===== config.mk =====
export PLATFORM = sky130hd
export DESIGN_NAME = pipe_hazard_ctrl
export DESIGN_NICKNAME = d
export VERILOG_FILES = /design/src/rtl/pipe_hazard_ctrl_pkg.sv /design/src/rtl/pipe_hazard_ctrl_hazard_match.sv /design/src/rtl/pipe_hazard_ctrl.sv
export SDC_FILE = /design/constraint.sdc
export NUM_CORES = 1
export LEC_CHECK = 0
export ABC_AREA = 1
export CAP_MARGIN = 20
export CORE_ASPECT_RATIO = 1.5
export CORE_MARGIN = 2
export CORE_UTILIZATION = 55
export CTS_CLUSTER_SIZE = 20
export DETAILED_ROUTE_END_ITERATION = 7
export GPL_ROUTABILITY_DRIVEN = 0
export HOLD_SLACK_MARGIN = 0.06
export PLACE_DENSITY = 0.82
export SYNTH_ARGS = -nofsm -noshare
export SYNTH_HDL_FRONTEND = slang
export SYNTH_SLANG_ARGS = --single-unit

===== constraint.sdc =====
create_clock -name clk -period 2.62 [get_ports clk]
set_input_delay 0.524 -clock clk [delete_from_list [all_inputs] [get_ports clk]]
set_output_delay 0.524 -clock clk [all_outputs]
set_load 0.01 [all_outputs]

===== src/rtl/pipe_hazard_ctrl_pkg.sv =====
// Shared definitions for the pipeline hazard/forwarding controller.
// Holds the forward-select encoding, the default stage indices and the
// scoreboard entry flag layout.
package pipe_hazard_ctrl_pkg;

    // Forward select value meaning "read the register file"
    localparam int unsigned FWD_REGFILE = 0;

    // Scoreboard index of each stage after ID
    localparam int unsigned STAGE_EX  = 0;
    localparam int unsigned STAGE_MEM = 1;
    localparam int unsigned STAGE_WB  = 2;

    // Per-entry control flags; the destination address is kept alongside
    typedef struct packed {
        logic v;   // entry holds a real instruction
        logic wr;  // instruction writes a register
        logic ld;  // instruction is a load
    } sb_flags_t;

endpackage


===== src/rtl/pipe_hazard_ctrl_hazard_match.sv =====
// Combinational compare of one ID source port against every scoreboard entry.
// Ports:
//   src, ruse          source register and its "actually read" qualifier
//   sb_flags, sb_waddr scoreboard contents, entry i address at [i*ADDR_W +: ADDR_W]
//   hit_c              some in-flight writer matches
//   idx_c              youngest match position as seen from EX (i+1)
//   load_block_c       a matching load is too young to forward
module pipe_hazard_ctrl_hazard_match
    import pipe_hazard_ctrl_pkg::*;
#(
    parameter int unsigned ADDR_W     = 5,
    parameter int unsigned FWD_DEPTH  = 3,
    parameter int unsigned LOAD_READY = 2,
    parameter int unsigned SEL_W      = 2
) (
    input  logic [ADDR_W-1:0]           src,
    input  logic                        ruse,
    input  sb_flags_t [FWD_DEPTH-1:0]   sb_flags,
    input  logic [FWD_DEPTH*ADDR_W-1:0] sb_waddr,
    output logic                        hit_c,
    output logic [SEL_W-1:0]            idx_c,
    output logic                        load_block_c
);

    // Scan youngest to oldest; the first hit fixes the forward position
    always_comb begin
        logic m;
        m            = 1'b0;
        hit_c        = 1'b0;
        idx_c        = '0;
        load_block_c = 1'b0;
        for (int unsigned i = 0; i < FWD_DEPTH; i++) begin
            m = ruse && sb_flags[i].v && sb_flags[i].wr
                && (sb_waddr[i*ADDR_W +: ADDR_W] != '0)
                && (sb_waddr[i*ADDR_W +: ADDR_W] == src);
            if (m && !hit_c) begin
                hit_c = 1'b1;
                idx_c = SEL_W'(i + 1);
            end
            // Consumer would reach EX with the load at i+1, before its data exists
            if (m && sb_flags[i].ld && (i + 1 < LOAD_READY)) begin
                load_block_c = 1'b1;
            end
        end
    end

endmodule


===== src/rtl/pipe_hazard_ctrl.sv =====
// Hazard/forwarding controller for the 5-stage pipeline.
// Tracks in-flight writers in a shift-register scoreboard (sb[0]=EX ...),
// produces load-use stall, IF/ID and ID/EX flushes, registered per-port
// forward selects and saturating stall/flush cycle counters.
// Ports:
//   clk, reset                     clock, async active-low reset
//   id_valid/regwr/memread/waddr   ID instruction description
//   id_raddr, id_ruse              ID source registers and read enables
//   id_jump, ex_br_taken           control-flow redirects
//   stall, flush_if_id, flush_id_ex  combinational pipeline controls
//   fwd_sel                        registered, per port: 0 = regfile, k = sb[k]
//   stall_cnt, flush_cnt           saturating event counters
module pipe_hazard_ctrl
    import pipe_hazard_ctrl_pkg::*;
#(
    parameter  int unsigned ADDR_W     = 5,
    parameter  int unsigned N_RD       = 2,
    parameter  int unsigned FWD_DEPTH  = STAGE_WB + 1,
    parameter  int unsigned LOAD_READY = STAGE_WB,
    parameter  int unsigned CNT_W      = 16,
    localparam int unsigned SEL_W      = $clog2(FWD_DEPTH + 1)
) (
    input  logic                     clk,
    input  logic                     reset,
    input  logic                     id_valid,
    input  logic                     id_regwr,
    input  logic                     id_memread,
    input  logic [ADDR_W-1:0]        id_waddr,
    input  logic [N_RD*ADDR_W-1:0]   id_raddr,
    input  logic [N_RD-1:0]          id_ruse,
    input  logic                     id_jump,
    input  logic                     ex_br_taken,
    output logic                     stall,
    output logic                     flush_if_id,
    output logic                     flush_id_ex,
    output logic [N_RD*SEL_W-1:0]    fwd_sel,
    output logic [CNT_W-1:0]         stall_cnt,
    output logic [CNT_W-1:0]         flush_cnt
);

    sb_flags_t [FWD_DEPTH-1:0]   sb_flags;
    logic [FWD_DEPTH*ADDR_W-1:0] sb_waddr;
    logic [N_RD-1:0]             hit;
    logic [N_RD-1:0]             load_block;
    logic [N_RD*SEL_W-1:0]       idx;
    logic [N_RD*SEL_W-1:0]       fwd_next;
    logic                        issue;

    // One comparator per read port
    for (genvar p = 0; p < int'(N_RD); p++) begin : g_port
        pipe_hazard_ctrl_hazard_match #(
            .ADDR_W    (ADDR_W),
            .FWD_DEPTH (FWD_DEPTH),
            .LOAD_READY(LOAD_READY),
            .SEL_W     (SEL_W)
        ) u_match (
            .src         (id_raddr[p*ADDR_W +: ADDR_W]),
            .ruse        (id_ruse[p]),
            .sb_flags    (sb_flags),
            .sb_waddr    (sb_waddr),
            .hit_c       (hit[p]),
            .idx_c       (idx[p*SEL_W +: SEL_W]),
            .load_block_c(load_block[p])
        );
    end

    // Taken branch beats stall, stall beats jump
    assign stall       = id_valid && !ex_br_taken && (|load_block);
    assign issue       = id_valid && !stall && !ex_br_taken;
    assign flush_id_ex = ex_br_taken;
    assign flush_if_id = ex_br_taken || (id_jump && issue);

    // Forward only from positions the bypass network covers; older writers
    // have reached the regfile, which writes before it reads
    always_comb begin
        fwd_next = '0;
        for (int unsigned p = 0; p < N_RD; p++) begin
            if (issue && hit[p] && (32'(idx[p*SEL_W +: SEL_W]) < FWD_DEPTH)) begin
                fwd_next[p*SEL_W +: SEL_W] = idx[p*SEL_W +: SEL_W];
            end else begin
                fwd_next[p*SEL_W +: SEL_W] = SEL_W'(FWD_REGFILE);
            end
        end
    end

    // Scoreboard shift; a non-issuing cycle enters as a bubble
    always_ff @(posedge clk or negedge reset) begin
        if (!reset) begin
            sb_flags <= '0;
            sb_waddr <= '0;
        end else begin
            sb_flags[0]            <= issue ? {1'b1, id_regwr, id_memread} : '0;
            sb_waddr[ADDR_W-1:0]   <= issue ? id_waddr : '0;
            for (int unsigned i = 1; i < FWD_DEPTH; i++) begin
                sb_flags[i]                   <= sb_flags[i-1];
                sb_waddr[i*ADDR_W +: ADDR_W]  <= sb_waddr[(i-1)*ADDR_W +: ADDR_W];
            end
        end
    end

    // Forward selects follow the instruction into EX
    always_ff @(posedge clk or negedge reset) begin
        if (!reset) begin
            fwd_sel <= '0;
        end else begin
            fwd_sel <= fwd_next;
        end
    end

    // Saturating event counters
    always_ff @(posedge clk or negedge reset) begin
        if (!reset) begin
            stall_cnt <= '0;
            flush_cnt <= '0;
        end else begin
            if (stall && (stall_cnt != '1)) begin
                stall_cnt <= stall_cnt + CNT_W'(1);
            end
            if (flush_if_id && (flush_cnt != '1)) begin
                flush_cnt <= flush_cnt + CNT_W'(1);
            end
        end
    end

endmodule


Word level (Yosys, flattened, before mapping)
Index checks and enable logic that the tools add are counted.
Storage, ports and cells
  word-level logic and storage cells: 93
  register bits after elaboration: 58
  output and inout port bits: 39
  input bits: 24
Operators by class
  muxes and demuxes: 18
  equal/unequal tests: 8
  reductions and logical operators: 52
  add/subtract/negate cells: 2
  magnitude comparators: 2
Operator list (count)
  1-bit logical AND: 41
  16-bit by 1-bit adder with 16-bit output (second input constant): 2
  16-bit != test (second input constant): 2
  5-bit equality test: 6
  5-bit nonzero test: 3
  2-bit 2-to-1 mux: 6
  1-bit 2-to-1 mux: 10
  1-bit zero test: 6
  5-bit 2-to-1 mux: 1
  2-bit less-than comparator (second input constant): 2
  3-bit 2-to-1 mux: 1
  2-bit OR reduction: 1
  1-bit logical OR: 1

Longest topological paths before layout
Gate-level depths: netlist of run 1.
  depth in word-level cells: 14
  depth in mapped cells: 14
  gate-level depth less buffers: 14

By module
Synthesis of run 1 repeated with hierarchy kept, for this count alone.
Second synthesis, totals
  cell total of the unflattened synthesis: 504
  area, all modules: 3664.8 µm²
By module, submodules not included
  pipe_hazard_ctrl: sequential area each 1501.4 µm², cells each 346, instances 1, area each 2946.6 µm²
  pipe_hazard_ctrl_hazard_match: sequential area each 0.0 µm², cells each 79, instances 2, area each 359.1 µm²

Worst setup path before layout of run 1
OpenSTA, ideal clock, no wires.
  path kind: input -> output
  from: input port id_raddr[1]
  to: output port flush_if_id
  stages on the path: 11
  required time: 2.096 ns
  buffers on the path: 1
  data arrival time: 1.369 ns
  setup slack: 0.727 ns
  cells stage by stage: inv_1 > nor2_1 > nor2_1 > nand2_1 > nor2_1 > nand2_1 > nand2_1 > nand2_2 > nand3_2 > nand2_4 > buf_2
On the way
  word-level cells in the longest chain between the ends: 11
RTL lines
  from (decl): RTL line pipe_hazard_ctrl.sv:29  | input logic [N_RD*ADDR_W-1:0] id_raddr,
  5-bit equality test: RTL line pipe_hazard_ctrl_hazard_match.sv:35  | && (sb_waddr[i*ADDR_W +: ADDR_W] == src);
  1-bit logical AND: RTL line pipe_hazard_ctrl_hazard_match.sv:35
  1-bit logical AND: RTL line pipe_hazard_ctrl_hazard_match.sv:41  | if (m && sb_flags[i].ld && (i + 1 < LOAD_READY)) begin
  1-bit 2-to-1 mux: RTL line pipe_hazard_ctrl_hazard_match.sv:41
  2-bit OR reduction: RTL line pipe_hazard_ctrl.sv:68  | assign stall = id_valid && !ex_br_taken && (|load_block);
  1-bit logical AND: RTL line pipe_hazard_ctrl.sv:68
  1-bit zero test: RTL line pipe_hazard_ctrl.sv:69  | assign issue = id_valid && !stall && !ex_br_taken;
  1-bit logical AND (2 in a row): RTL line pipe_hazard_ctrl.sv:69
  1-bit logical AND: RTL line pipe_hazard_ctrl.sv:71  | assign flush_if_id = ex_br_taken || (id_jump && issue);
  1-bit logical OR: RTL line pipe_hazard_ctrl.sv:71
  to (decl): RTL line pipe_hazard_ctrl.sv:34  | output logic flush_if_id,
Every way passes these cells.

Worst setup path in the final report of run 1
Ends and elaborated chain as after synthesis.

==> results of run 1 <==
-- power breakdown --
group | total [uW] | internal, uW | switching [uW]
clock network | 493 | 216 | 277
registers | 892 | 829 | 62.4
logic | 325 | 163 | 162
total | 1710 | 1210 | 501
-- cells in the final DEF (no fill, tap or decap), drive strengths merged --
master           n
clkinv           2
clkdlybuf4s15    1
xnor2           13
clkbuf           7
inv             58
clkdlybuf4s50   58
a211oi           1
a221oi           1
nand3           33
clkinvlp         1
o21ai           15
nor3            17
nor3b            1
buf             19
nand4            8
xor2            23
dfrtp           51
nor4             2
a2111oi          1
nor2            41
dlygate4sd2      1
o22ai            3
nand2          102
ha               2
nand3b           3
-- worst max-delay path, stage by stage --
cell and delay [ns]:
clkdlybuf4s50_1 0.50, inv_1 0.09, nor2_2 0.11, nor2_1 0.06
nand2_1 0.06, nor2_1 0.04, nand2_1 0.04, nand2_1 0.06
nand2_2 0.08, nand3_2 0.08, nand2_4 0.08, clkdlybuf4s15_1 0.24
-- metal layers --
layer / global-route usage / wire, um / up-vias
met4: 0.0851 / 128 / 0
met3: 0.0390 / 353 / 12
met1: 0.287 / 2860 / 1295
met2: 0.476 / 3810 / 97
li1: - / - / 1361
met5: 0 / 0 / -
-- path summary, 6_finish.rpt --
| path | to | start | slack (ns) | cells after the start |
|---|---|---|---|---|
| max in group asynchronous | stall_cnt[2]$_DFFE_PN0P_ | reset | 1.87 | 2 |
| min in group clk | sb_flags[5]$_DFF_PN0_ | sb_flags[2]$_DFF_PN0_ | 0.38 | 0 |
| setup reg to reg | flush_cnt[11]$_DFFE_PN0P_ | flush_cnt[0]$_DFFE_PN0P_ | 0.59 | 9 |
| setup / recovery | flush_if_id | id_raddr[1] | 0.12 | 12 |
| hold reg to reg | sb_flags[5]$_DFF_PN0_ | sb_flags[2]$_DFF_PN0_ | 0.38 | 0 |
| hold / removal | flush_cnt[1]$_DFFE_PN0P_ | reset | 0.31 | 2 |
-- state kept, by name, summed over array words and instances, names as in the netlist --
signal     cells
flush_cnt     16
stall_cnt     16
sb_waddr      10
sb_flags       5
fwd_sel        4
-- through the flow --
step / total power, uW / cell area, um^2 / hold WS, ns
after detailed placement: 1230 / 3830 / 0.362
after global placement: 1220 / 3830 / 0.359
final: 1710 / 3930 / 0.311
after global routing: 1790 / 3930 / 0.372
after CTS: 1720 / 3930 / 0.330
after floorplan: 1050 / 3050 / 0.228
-- cell families (layout without fill, tap and decap cells) --
group,Yosys count,after routing,synth area share
and+or+nand+nor,207,207,0.326
xor gates and xnor gates,36,36,0.103
AOI/OAI and AO/OA,21,21,0.0501
adders and majority gates,2,2,0.00821
DFF,51,51,0.419
buffers and inverters,66,147,0.0940
-- timing repair --
item,CTS,global route
resized for setup,4,4
endpoints found under the setup margin,2,2
pin swaps,0,1
-- cell type report --
type | count | area (um^2)
flip-flops and latches | 51 | 1280
multi-input cells | 266 | 1490
well taps | 70 | 87.6
repair buffers | 80 | 757
clock inverters | 2 | 16.3
fillers | 439 | 1480
clock buffers | 6 | 82.6
inverters | 59 | 221
==> results.py, run 1 <==
metrics = {
    "clock_network": {
        "cts_hold_buffers": 0,
        "path_clk_slew_ns": 0.09,
        "cts_buffers": 5,
        "cts.htree.levels": 2,
        "cts.sinks": 51,
        "clock-root-buffer": "clkbuf_8",
        "cts_setup_buffers": 0,
        "clock_path_buffers": 2,
        "cts_tree": "built",
        "worst_skew_pair.late_latency_ns": 0.31,
    },
    "global_route": {
        "grt_start_max_net_pins": 52,
        "overflow": 0,
        "grt_usage": 0.253,
        "grt_pass1_wl_mm": 12.3,
        "antenna_found_initial": 0,
        "grt_pass1_vias": 2805,
    },
    "floorplan": {
        "coreArea_mm2": 0.00541,
        "rows": 33,
        "die_area_mm2": 0.00617,
        "dieWidth_um": 64.8,
        "start_util": 0.563,
        "num_io_pins": 63,
        "die_h_um": 95.2,
    },
    "status": {
        "status": "complete, no violations",
    },
    "drt": {
        "drc": 0,
        "vias": 2765,
        "antenna_left": 0,
        "drt_iter0_markers": 182,
        "vias_per_cell": 5.18,
        "drt-total-wl_mm": 7.14,
        "wire_per_inst_um": 13.4,
        "firstDrtPassIters": 4,
    },
    "sta": {
        "finalSetupViolations": 0,
        "relSlewSlack": 0.566,
        "max_freq_mhz": 400,
        "skew_ns": 0.00851,
        "finalHoldViolCount": 0,
        "tightest_slew_ns": 0.650,
        "slew_viol_final": 0,
        "rsz0062_at_grt": "no",
        "timing.final.crit_share": 0.954,
        "finalWorstSetupSlack_ns": 0.121,
        "tns_ns": 0,
        "period_needed_ns": 2.50,
    },
    "critical_path": {
        "worstPathRequired_ns": 2.10,
        "path_max_fanout": 3,
        "start_kind": "input pin",
        "worstSetupEndpointType": "output port",
        "cp.arrival_ns": 1.97,
        "critical_path_class": "in2out",
    },
    "synth": {
        "synth_nets": 409,
        "synthCells": 383,
        "ys_warn_count": 0,
        "synth_top_cell_area_share": 0.419,
        "ys.flop_type": "dfrtp_1",
        "synth.area.top_cells": "dfrtp_1, nand2_1, xor2_1, inv_1, nand3_1",
        "synth-seq-cells": 51,
        "synth_edf_count": 0,
        "synth.top_cells.by_count": "nand2_1, dfrtp_1, inv_1",
        "synthArstFlopShare": 1.00,
        "synthDistinctLibCells": 34,
        "yosysTopAreaCell": "dfrtp_1",
        "postSynthAreaPerCell_um2": 7.96,
        "yosysMostFrequentCell": "nand2_1",
        "netlist_area_mm2": 0.00305,
        "yosysSeqAreaShare": 0.419,
    },
    "placement": {
        "dp_slack_ns": -0.200,
        "placed_cells": 526,
        "io_buffers": 62,
        "place.detailed.hpwl_mm": 5.18,
    },
    "cells_and_area": {
        "syn_to_final_growth_pct": 29.0,
        "postLayoutCoreUtil": 0.727,
        "layout.cells.non_filler": 534,
        "antenna_cells": 0,
        "drive_above_1_share": 0.144,
        "fin_nets": 489,
    },
    "pwr": {
        "cellPowerDensity_mw_per_mm2": 435,
        "ir_drop_mv": 0.344,
        "p_leak_uw": 0.00185,
    },
    "job": {
        "cap_violations": 0,
    },
    "worst_hold_path": {
        "holdCritPathClass": "in2async",
    },
}
No activity file was read; power rests on OpenSTA's default activity.
==> run 2: changes to the inputs <==
--- a/config.mk
+++ b/config.mk
@@ -14,7 +14,8 @@
 export DETAILED_ROUTE_END_ITERATION = 7
 export GPL_ROUTABILITY_DRIVEN = 0
 export HOLD_SLACK_MARGIN = 0.06
-export PLACE_DENSITY = 0.82
+export PLACE_DENSITY = 0.85
+export SLEW_MARGIN = 15
 export SYNTH_ARGS = -nofsm -noshare
 export SYNTH_HDL_FRONTEND = slang
 export SYNTH_SLANG_ARGS = --single-unit
==> run 2 against run 1 <==
Final area is 1.6% higher. Maximum frequency down 0.59%. Die area did not move. Via count hardly changed. Critical path type unchanged. Largest cell class unchanged.
==> results.py, run 2 (synthesis results as in run 1) <==
metrics = {
    "floorplan": {
        "rows": 33,
        "start_util": 0.563,
        "dieWidth_um": 64.8,
        "coreArea_mm2": 0.00541,
        "die_h_um": 95.2,
        "num_io_pins": 63,
        "die_area_mm2": 0.00617,
    },
    "cells_and_area": {
        "reg.largest.list": "flush_cnt: 16 flops, stall_cnt: 16 flops, sb_waddr: 10 flops",
        "fin_area_mm2": 0.00399,
        "mostFrequentLayoutCells": "nand2_1, clkdlybuf4s50_1, inv_1, dfrtp_1, nor2_1",
        "layout_commonest_cell": "nand2_1",
        "postLayoutCoreUtil": 0.738,
        "antenna_cells": 0,
        "fin_nets": 489,
        "syn_to_final_growth_pct": 31.0,
        "layout.cells.non_filler": 534,
        "fill_cells": 405,
        "drive_above_1_share": 0.144,
    },
    "critical_path": {
        "r2r_slack_ns": 0.57,
        "worstPathRequired_ns": 2.10,
        "cp-startpoint": "id_ruse[1]",
        "regToRegStartpoint": "flush_cnt[0]$_DFFE_PN0P_",
        "cp-endpoint": "stall",
        "r2r_end": "flush_cnt[5]$_DFFE_PN0P_",
        "path_max_fanout": 3,
        "ff2ff_path_depth": 9,
        "worstSetupEndpointType": "output port",
        "start_kind": "input pin",
        "critical_path_class": "in2out",
        "cp.arrival_ns": 1.99,
    },
    "clock_network": {
        "path_clk_slew_ns": 0.10,
        "cts.htree.levels": 2,
        "cts_tree": "built",
        "cts.sinks": 51,
        "cts_buffers": 5,
        "clock-root-buffer": "clkbuf_8",
        "clock_path_buffers": 2,
        "cts_setup_buffers": 0,
        "worst_skew_pair.late_latency_ns": 0.31,
    },
    "sta": {
        "period_needed_ns": 2.51,
        "finalWorstSetupSlack_ns": 0.106,
        "rsz0062_at_grt": "no",
        "max_freq_mhz": 398,
        "timing.final.crit_share": 0.959,
        "finalSetupViolations": 0,
        "holdWs_ns": 0.182,
        "tightest_slew_ns": 0.451,
        "slew_viol_final": 0,
        "relSlewSlack": 0.692,
        "skew_ns": 0.0133,
        "finalHoldViolCount": 0,
    },
    "drt": {
        "drt-total-wl_mm": 6.89,
        "vias": 2766,
        "firstDrtPassIters": 4,
        "drc": 0,
        "wire_per_inst_um": 12.9,
        "drt_iter0_markers": 147,
        "vias_per_cell": 5.18,
        "antenna_left": 0,
    },
    "global_route": {
        "overflow": 0,
        "grt_pass1_wl_mm": 11.6,
        "antenna_found_initial": 0,
        "grt_pass1_vias": 2684,
        "grt_start_max_net_pins": 52,
        "grt_usage": 0.241,
    },
    "placement": {
        "place_area_mm2": 0.00385,
        "dp_slack_ns": -0.191,
        "io_buffers": 62,
        "placed_cells": 526,
        "place.detailed.hpwl_mm": 5.19,
    },
    "pwr": {
        "p_leak_uw": 0.00189,
        "ir_drop_mv": 0.450,
        "p_switching_uw": 492,
        "pwr-share-comb": 0.175,
        "cellPowerDensity_mw_per_mm2": 468,
        "power_frac_seq": 0.478,
        "p_int_uw": 1380,
        "pwr-share-clk": 0.347,
        "swShare": 0.263,
    },
    "worst_hold_path": {
        "holdCritPathClass": "in2async",
    },
    "status": {
        "status": "complete, no violations",
    },
    "job": {
        "cap_violations": 0,
    },
}
==> run 2: cell count changes in the layout (fill, tap and decap cells not counted), sizes merged <==
cell / change
clkdlybuf4s50: -1
dlymetal6s2s: +2
clkinv: -1
dlygate4sd2: +1
clkdlybuf4s15: -1
clkbuf: -2
bufinv: +2
==> run 2: metal layers <==
metal  vias up  GRT usage  wire (um)
met5         -          0          0
met4         0     0.0993        175
met3        22     0.0390        255
met2        85      0.442       3700
met1      1295      0.274       2760
li1       1364          -          -
==> run 2: worst min path at each step <==
stage                                     start                       end  slack [ns]  cells after the start
after global placement    sb_flags[2]$_DFF_PN0_     sb_flags[5]$_DFF_PN0_        0.36                      0
after global routing                      reset  flush_cnt[3]$_DFFE_PN0P_        0.19                      2
after CTS                                 reset  flush_cnt[3]$_DFFE_PN0P_        0.19                      2
after detailed placement  sb_flags[1]$_DFF_PN0_     sb_flags[4]$_DFF_PN0_        0.37                      0
final                                     reset  flush_cnt[3]$_DFFE_PN0P_        0.18                      2
after floorplan                           reset  flush_cnt[0]$_DFFE_PN0P_        0.23                      0
==> run 2: timing repair <==
| item | 4_1_cts | 5_1_grt |
|---|---|---|
| resized for setup | 3 | 4 |
| cloned | 0 | 0 |
| endpoints found under the setup margin | 2 | 2 |
| hold endpoints to repair | 0 | 0 |
| pin swaps | 0 | 0 |
| hold buffers | 0 | 0 |
==> run 2: power by group through the flow <==
stage / clock network [uW] / registers, uW / logic, uW
detailed placement: 0 / 906 / 328
floorplan: 0 / 910 / 142
global placement: 0 / 906 / 315
CTS: 658 / 892 / 329
finish: 648 / 893 / 328
global route: 692 / 901 / 361
==> run 2: area by class of cell <==
class                           count  area, um^2  share of cell area
Multi-Input combinational cell    266        1490               0.374
Sequential cell                    51        1280               0.320
Timing Repair Buffer               80         778               0.195
Inverter                           59         221              0.0555
Tap cell                           70        87.6              0.0219
Clock buffer                        5        68.8              0.0172
Clock inverter                      3        67.6              0.0169
==> run 2: metrics by stage <==
stage / power, uW / setup TNS (ns)
6_report: 1870 / 0
5_1_grt: 1950 / 0
4_1_cts: 1880 / 0
3_3_place_gp: 1220 / -0.312
2_1_floorplan: 1050 / 0
3_5_place_dp: 1230 / -0.355
==> run 2: critical path, stage by stage <==
cell             delay, ns
clkdlybuf4s50_1       0.47
inv_1                 0.04
nor2_1                0.09
nand3_1               0.09
nor2_2                0.15
nand2_2               0.06
nand2_1               0.08
nand2_2               0.07
clkinv_1              0.06
nand2_1               0.04
inv_1                 0.06
dlygate4sd2_1         0.26
==> run 3: changes to the inputs <==
--- a/config.mk
+++ b/config.mk
@@ -10,6 +10,7 @@
 export CORE_ASPECT_RATIO = 1.5
 export CORE_MARGIN = 2
 export CORE_UTILIZATION = 55
+export CTS_CLUSTER_DIAMETER = 80
 export CTS_CLUSTER_SIZE = 20
 export DETAILED_ROUTE_END_ITERATION = 7
 export GPL_ROUTABILITY_DRIVEN = 0
==> constraint.sdc (replaced) <==
create_clock -name clk -period 2.62 [get_ports clk]
set_input_delay 0.524 -clock clk [delete_from_list [all_inputs] [get_ports clk]]
set_output_delay 0.524 -clock clk [all_outputs]
set_load 0.02 [all_outputs]
==> run 3 against run 2 <==
Non-clock buffer count is 2 higher. Combinational power is 10% higher. Utilization is 0.65 points lower. Final cell count is 0.37% higher. First-iteration DRC count is 31% lower. Via count is 2.1% higher. Clock power is 26% lower.
==> results.py, run 3 (synthesis results as in run 1) <==
metrics = {
    "status": {
        "status": "complete, no violations",
    },
    "clock_network": {
        "clock-root-buffer": "clkbuf_8",
        "cts.htree.levels": 2,
        "cts_buffers": 5,
        "path_clk_slew_ns": 0.09,
        "worst_skew_pair.late_latency_ns": 0.30,
        "cts_tree": "built",
        "cts.sinks": 51,
        "cts_setup_buffers": 0,
        "clock_path_buffers": 2,
    },
    "drt": {
        "vias": 2825,
        "wire_per_inst_um": 13.1,
        "drc": 0,
        "vias_per_cell": 5.27,
        "antenna_left": 0,
        "firstDrtPassIters": 5,
        "drt_iter0_markers": 101,
        "drt-total-wl_mm": 7.03,
    },
    "global_route": {
        "antenna_found_initial": 0,
        "overflow": 0,
        "grt_pass1_wl_mm": 11.9,
        "grt_start_max_net_pins": 52,
        "grt_pass1_vias": 2716,
        "grt_usage": 0.247,
    },
    "sta": {
        "finalSetupViolations": 0,
        "finalHoldViolCount": 0,
        "tns_ns": 0,
        "timing.final.crit_share": 0.945,
        "relSlewSlack": 0.750,
        "skew_ns": 0.00810,
        "rsz0062_at_grt": "no",
        "period_needed_ns": 2.48,
        "max_freq_mhz": 404,
        "tightest_slew_ns": 0.365,
        "slew_viol_final": 0,
        "finalWorstSetupSlack_ns": 0.144,
        "holdWs_ns": 0.184,
    },
    "floorplan": {
        "die_area_mm2": 0.00617,
        "dieWidth_um": 64.8,
        "rows": 33,
        "die_h_um": 95.2,
        "num_io_pins": 63,
        "start_util": 0.563,
        "coreArea_mm2": 0.00541,
    },
    "cells_and_area": {
        "fill_cells": 424,
        "drive_above_1_share": 0.148,
        "mostFrequentLayoutCells": "nand2_1, clkdlybuf4s50_1, inv_1, dfrtp_1, nor2_1",
        "fin_nets": 491,
        "antenna_cells": 0,
        "syn_to_final_growth_pct": 29.8,
        "reg.largest.list": "flush_cnt: 16 flops, stall_cnt: 16 flops, sb_waddr: 10 flops",
        "layout.cells.non_filler": 536,
        "layout_commonest_cell": "nand2_1",
        "postLayoutCoreUtil": 0.732,
    },
    "placement": {
        "io_buffers": 62,
        "placed_cells": 528,
        "dp_slack_ns": -0.296,
        "place.detailed.hpwl_mm": 5.28,
    },
    "critical_path": {
        "start_kind": "input pin",
        "worstPathRequired_ns": 2.10,
        "critical_path_class": "in2out",
        "cp.arrival_ns": 1.95,
        "path_max_fanout": 3,
        "worstSetupEndpointType": "output port",
    },
    "job": {
        "cap_violations": 0,
    },
    "pwr": {
        "ir_drop_mv": 0.364,
        "cellPowerDensity_mw_per_mm2": 438,
        "p_leak_uw": 0.00188,
    },
    "worst_hold_path": {
        "holdCritPathClass": "in2async",
    },
}
==> run 3: cell types whose count changed in the layout (fill, tap and decap cells not counted), sizes merged <==
| cell | delta |
|---|---|
| dlygate4sd2 | -2 |
| bufinv | -2 |
| clkbuf | +2 |
| clkinv | +1 |
| buf | +3 |
==> run 3: worst paths after layout <==
path	startpoint	end	slack, ns	cells after the start
max	id_ruse[1]	stall	0.14	12
min	reset	flush_cnt[0]$_DFFE_PN0P_	0.18	2
max reg2reg	flush_cnt[0]$_DFFE_PN0P_	flush_cnt[11]$_DFFE_PN0P_	0.58	9
min reg2reg	sb_flags[1]$_DFF_PN0_	sb_flags[4]$_DFF_PN0_	0.37	0
max in group asynchronous	reset	stall_cnt[5]$_DFFE_PN0P_	2.20	2
min in group clk	sb_flags[1]$_DFF_PN0_	sb_flags[4]$_DFF_PN0_	0.37	0
==> run 3: what timing repair did <==
item,4_1_cts,5_1_grt
gates resized for setup,5,5
setup endpoints to repair,2,2
endpoints found under the hold margin,0,0
hold buffers,0,0
==> run 3: layer usage <==
metal  vias up  global-route usage  part of all wire
met2        98               0.445              0.55
li1       1367                   -                 -
met1      1337               0.284              0.38
met5         -                   0                 0
met3        23              0.0401             0.047
met4         0               0.115             0.030
==> run 3: worst max-delay path, stage by stage <==
cell and delay [ns]:
clkdlybuf4s50_1 0.48, inv_1 0.05, nor2_1 0.11, nand3_1 0.09, nor2_2 0.16, nand2_2 0.07, nand2_1 0.08, nand2_2 0.07
clkinv_1 0.06, nand2_1 0.04, inv_1 0.07, buf_2 0.16
==> run 3: metrics by stage <==
stage	instance area, um^2	total power (uW)
after floorplan	3050	1080
after global placement	3860	1250
after detailed placement	3860	1270
after CTS	3960	1750
after global routing	3960	1820
final	3960	1740
==> run 3: where the power goes <==
| group | switching (uW) | leakage (uW) | total [uW] | internal (uW) |
|---|---|---|---|---|
| registers | 65.0 | 0.000697 | 894 | 829 |
| logic | 193 | 0.00114 | 361 | 168 |
| clock network | 264 | 0.0000474 | 480 | 216 |
| total | 522 | 0.00188 | 1740 | 1210 |
==> run 3: cell type report <==
class                   count  area (um^2)  area share
multi-input cells         266         1490       0.376
flip-flops and latches     51         1280       0.322
repair buffers             82          786       0.199
inverters                  59          221      0.0560
well taps                  70         87.6      0.0221
clock buffers               6         82.6      0.0209
clock inverters             2         16.3     0.00411
